===== config.mk =====
export PLATFORM = sky130hd
export DESIGN_NAME = sync_updown_counter
export DESIGN_NICKNAME = d
export VERILOG_FILES = /design/src/rtl/counter_pkg.sv /design/src/rtl/counter_bound_detect.sv /design/src/rtl/sync_updown_counter.sv
export SDC_FILE = /design/constraint.sdc
export NUM_CORES = 1
export LEC_CHECK = 0
export ABC_AREA = 1
export CAP_MARGIN = 20
export CORE_MARGIN = 10
export CORE_UTILIZATION = 23
export CTS_BUF_LIST = sky130_fd_sc_hd__clkbuf_4
export DETAILED_ROUTE_END_ITERATION = 8
export GPL_TIMING_DRIVEN = 0
export SLEW_MARGIN = 0
export SYNTH_ARGS = -nofsm -noshare
export SYNTH_HDL_FRONTEND = slang
export SYNTH_SLANG_ARGS = --single-unit

===== constraint.sdc =====
create_clock -name clk -period 3.03 [get_ports clk]
set_clock_uncertainty 0.05 [all_clocks]
set_input_delay 0.303 -clock clk [delete_from_list [all_inputs] [get_ports clk]]
set_output_delay 0.303 -clock clk [all_outputs]
set_load 0.05 [all_outputs]

===== src/rtl/counter_pkg.sv =====
// counter_pkg: shared constants and helpers for the counter family
package counter_pkg;
  localparam int MODE_WRAP = 0;
  localparam int MODE_SAT = 1;
  localparam int WIDTH_MIN = 2;
  localparam int WIDTH_MAX = 32;
  function automatic int cmp_width(input int w);
    return w + 1;
  endfunction
endpackage


===== src/rtl/counter_bound_detect.sv =====
// counter_bound_detect: flags when a count sits at the top or bottom of its range
module counter_bound_detect #(
  parameter int WIDTH = 4,
  parameter longint MODULUS = 16
) (
  input  logic [WIDTH-1:0] q,
  output logic             at_max,
  output logic             at_min
);
  assign at_max = q == WIDTH'(MODULUS - 1);
  assign at_min = q == '0;
endmodule


===== src/rtl/sync_updown_counter.sv =====
// sync_updown_counter: synchronous up/down modulus counter with load, wrap/saturate and flags
module sync_updown_counter
  import counter_pkg::*;
#(
  parameter int WIDTH = 4,
  parameter longint MODULUS = 16,
  parameter int MODE = MODE_WRAP
) (
  input  logic             clk,
  input  logic             reset,
  input  logic             en,
  input  logic             up,
  input  logic             clear,
  input  logic             load,
  input  logic [WIDTH-1:0] din,
  output logic [WIDTH-1:0] q,
  output logic             tc,
  output logic             wrap,
  output logic             ovf,
  output logic             load_err
);
  localparam int CW = cmp_width(WIDTH);
  localparam logic [WIDTH-1:0] QMAX = WIDTH'(MODULUS - 1);
  localparam bit SAT = MODE == MODE_SAT;
  if (WIDTH < WIDTH_MIN || WIDTH > WIDTH_MAX) begin : g_bad_width
    $error("sync_updown_counter: WIDTH out of range");
  end
  if (MODULUS < 2 || MODULUS > (longint'(1) << WIDTH)) begin : g_bad_modulus
    $error("sync_updown_counter: MODULUS out of range");
  end
  if (MODE != MODE_WRAP && MODE != MODE_SAT) begin : g_bad_mode
    $error("sync_updown_counter: MODE must be 0 or 1");
  end
  logic at_max, at_min, bnd, hit, din_ok;
  logic [WIDTH-1:0] q_step;
  counter_bound_detect #(.WIDTH(WIDTH), .MODULUS(MODULUS)) u_bound (
    .q(q),
    .at_max(at_max),
    .at_min(at_min)
  );
  assign bnd = up ? at_max : at_min;
  assign hit = en & bnd;
  assign din_ok = {1'b0, din} < CW'(MODULUS);
  assign tc = en & ~reset & ~clear & ~load & bnd;
  // next count for one enabled step, folding in wrap or saturate at the boundary
  always_comb begin
    q_step = up ? (at_max ? (SAT ? q : '0) : q + WIDTH'(1))
                : (at_min ? (SAT ? q : QMAX) : q - WIDTH'(1));
  end
  // priority: reset/clear, then load, then count; flags registered alongside q
  always_ff @(posedge clk) begin
    if (reset || clear) begin
      q <= '0;
      wrap <= 1'b0;
      ovf <= 1'b0;
      load_err <= 1'b0;
    end else if (load) begin
      q <= din_ok ? din : q;
      wrap <= 1'b0;
      load_err <= ~din_ok;
    end else begin
      q <= en ? q_step : q;
      wrap <= hit;
      ovf <= ovf | hit;
      load_err <= 1'b0;
    end
  end
endmodule


==> results by group <==
Critical path
  • Worst Setup End Kind: output pin
  • CP max-delay cell: clkdlybuf4s50_1
  • Top cell by count, worst path: nor2_1
  • Cell breakdown of the critical path: ha_1, nand3_2, nor2_1, inv_1, nand2_1, inv_2, nor2_1, clkdlybuf4s50_1
  • Crit path DAT: 2.26 ns
  • Max stage delay on crit path: 0.81 ns
  • Critical path required time: 2.68 ns
  • Crit Path Max Fanout: 7
  • Worst setup SP type: flop
  • CP Class: flop to output pin

Die
  • Die area: 4120 sq um
  • # rows: 15
  • I/O pin total: 18
  • Chip height: 64.2 microns
  • Core Area: 1780 sq um
  • Chip width: 64.2 microns
  • Starting density of the core: 25.2%

Power and ir drop
  • VDD IR max: 0.148 mV
  • Total power draw: 233 uW
  • LEAKAGE: 0.281 nW
  • Power per cell area: 352 nW/um^2

Placed design
  • Routability cong.: 0.766
  • HPWL after DPL: 989 microns
  • I/O Buffers: 16

STA
  • Fmax: 383 MHz
  • Final Critical Period: 2.61 ns
  • Worst slew pin tran: 0.517 ns
  • Total Neg Setup Slack: 0 ns
  • Crit share post-route: 86.1%
  • Relative slew slack: 65.4%
  • Final setup vio count: 0
  • RSZ-0062 raised after global routing: false
  • Slew Limit Fails: 0
  • Final hold violations: 0

Clock network
  • CTS Buffer Depth: 2
  • Worst-path clk slew: 0.05 ns
  • Resized Gates After CTS: 0
  • CTS Buf Count: 3
  • H-tree levels: 1
  • Hold buffers post-CTS: 0
  • Setup Fix Bufs, Post-CTS: 0
  • Clock sinks: 6
  • CTS Root Buffer Type: clkbuf_4
  • Clk Latency, worst-skew pair: 0.25 ns
  • CTS tree: yes

Logic synthesis
  • Most frequent cell after synthesis: nand2_1
  • Library cells used by synthesis: 21
  • Sequential share of the synthesized area: 26.7%
  • EDFF count, synth: 0
  • Avg Inst Size Synth: 6.42 sq um
  • Main area contributors after synthesis: dfxtp_1, nand2_1, inv_1
  • Top cell type's share of synthesized area: 26.7%
  • Synth cell count leaders: nand2_1, inv_1, nor2_1, dfxtp_1, nand3_1
  • Synth Flop Type: dfxtp_1
  • Synth Net Count: 82
  • Synth Instances: 70
  • Cell Area, Synth: 449 sq um
  • Post-synth ARST share: 0%
  • Yosys warns: 0
  • Flops & latches, synth: 6
  • Area leader, netlist: dfxtp_1

Routing
  • Final WL: 1.21 mm
  • DRC Markers: 0
  • Routed vias/inst: 4.08
  • DRT antenna net count: 0
  • Routed WL per cell: 10.6 microns
  • DR pass1 iterations: 4
  • Total number of vias: 465
  • Initial DRC count: 9

Finish
  • Area Overhead vs Synth: 47.6%
  • Filler cell count: 186
  • Area used by multi-input combinational logic: 269 sq um
  • ANT cells: 0
  • Register area: 120 sq um
  • Share of layout cells above drive strength 1: 13.5%
  • Post-layout nets: 103

GRT
  • Initial antenna violation count: 0
  • Largest net degree at the start of global routing: 8
  • Vias in the first global route: 439
  • First-pass GRT wire length: 2.06 mm
  • Aggregate global routing overflow: 0
  • GRT Total Usage: 6.29%

Run status
  • Status: finished clean

Worst hold path
  • Min-delay worst type: flop to flop

Flow run
  • Max-cap violation count: 0
-- stage by stage --
| stage | hold WS [ns] | util, % | cell area, sq um | worst slack (ns) | std cells |
|---|---|---|---|---|---|
| 6_report | 0.406 | 37.2 | 663 | 0.421 | 114 |
| 5_1_grt | 0.452 | 37.2 | 663 | 0.203 | 114 |
| 4_1_cts | 0.408 | 37.2 | 663 | 0.395 | 114 |
| 3_5_place_dp | 0.400 | 35.9 | 641 | 0.503 | 111 |
| 3_3_place_gp | 0.391 | 35.9 | 641 | 0.481 | 111 |
| 2_1_floorplan | 0.412 | - | 449 | 0.626 | 70 |
-- path summary, 6_finish.rpt --
kind	from	to	slack [ns]	cells after the start
setup / recovery	q[1]	tc	0.42	8
hold / removal	ovf	ovf	0.41	2
setup reg to reg	q[0]	q[3]	1.56	8
hold reg to reg	ovf	ovf	0.41	2
-- cell families after synthesis --
group / Yosys count / share of synthesized area (%)
DFF: 6 / 26.7
adders and majority gates: 2 / 5.57
AOI/OAI and AO/OA: 8 / 12.0
other: 1 / 0.835
buffers and inverters: 13 / 13.4
xor gates and xnor gates: 2 / 3.90
and+or+nand+nor: 38 / 37.6
-- critical path, delay by kind of cell (launching register included) --
| kind | cells | cell delay (ns) |
|---|---|---|
| adders and majority gates | 1 | 0.24 |
| and+or+nand+nor | 4 | 0.36 |
| buffers and inverters | 3 | 0.92 |
| DFF | 1 | 0.48 |
-- cell usage in the layout (no fill, tap or decap), drive strengths merged --
cell / n
xnor2: 1
nand2: 22
clkbuf: 3
nand3: 5
a21oi: 4
a31oi: 2
ha: 2
a31o: 1
nand4: 2
clkdlybuf4s50: 16
conb: 1
buf: 2
o21ai: 1
inv: 11
xor2: 1
nor2: 9
dfxtp: 6
-- sequential cells by signal, summed over array words and instances (netlist names) --
name	flops
q	4
ovf	1
wrap	1
-- per-layer routing --
layer	track usage (%)	up-vias	part of all wire [%]
met1	7.29	190	46
met5	0	-	0
li1	-	258	-
met3	2.61	5	4.5
met4	4.01	0	2.8
met2	9.33	12	47
-- layout make-up --
type,count,area share [%]
Buffer,2,2.83
Multi-Input combinational cell,51,40.6
Inverter,11,6.23
Timing Repair Buffer,16,24.2
Clock buffer,3,3.40
Sequential cell,6,18.1
Tap cell,25,4.72
-- report_power, final --
part	switching [mW]	internal, mW
Clock	0.0324	0.0451
Sequential	0.00473	0.0822
Combinational	0.0392	0.0298
Total	0.0763	0.157
Power figures use the tool's default switching activity.
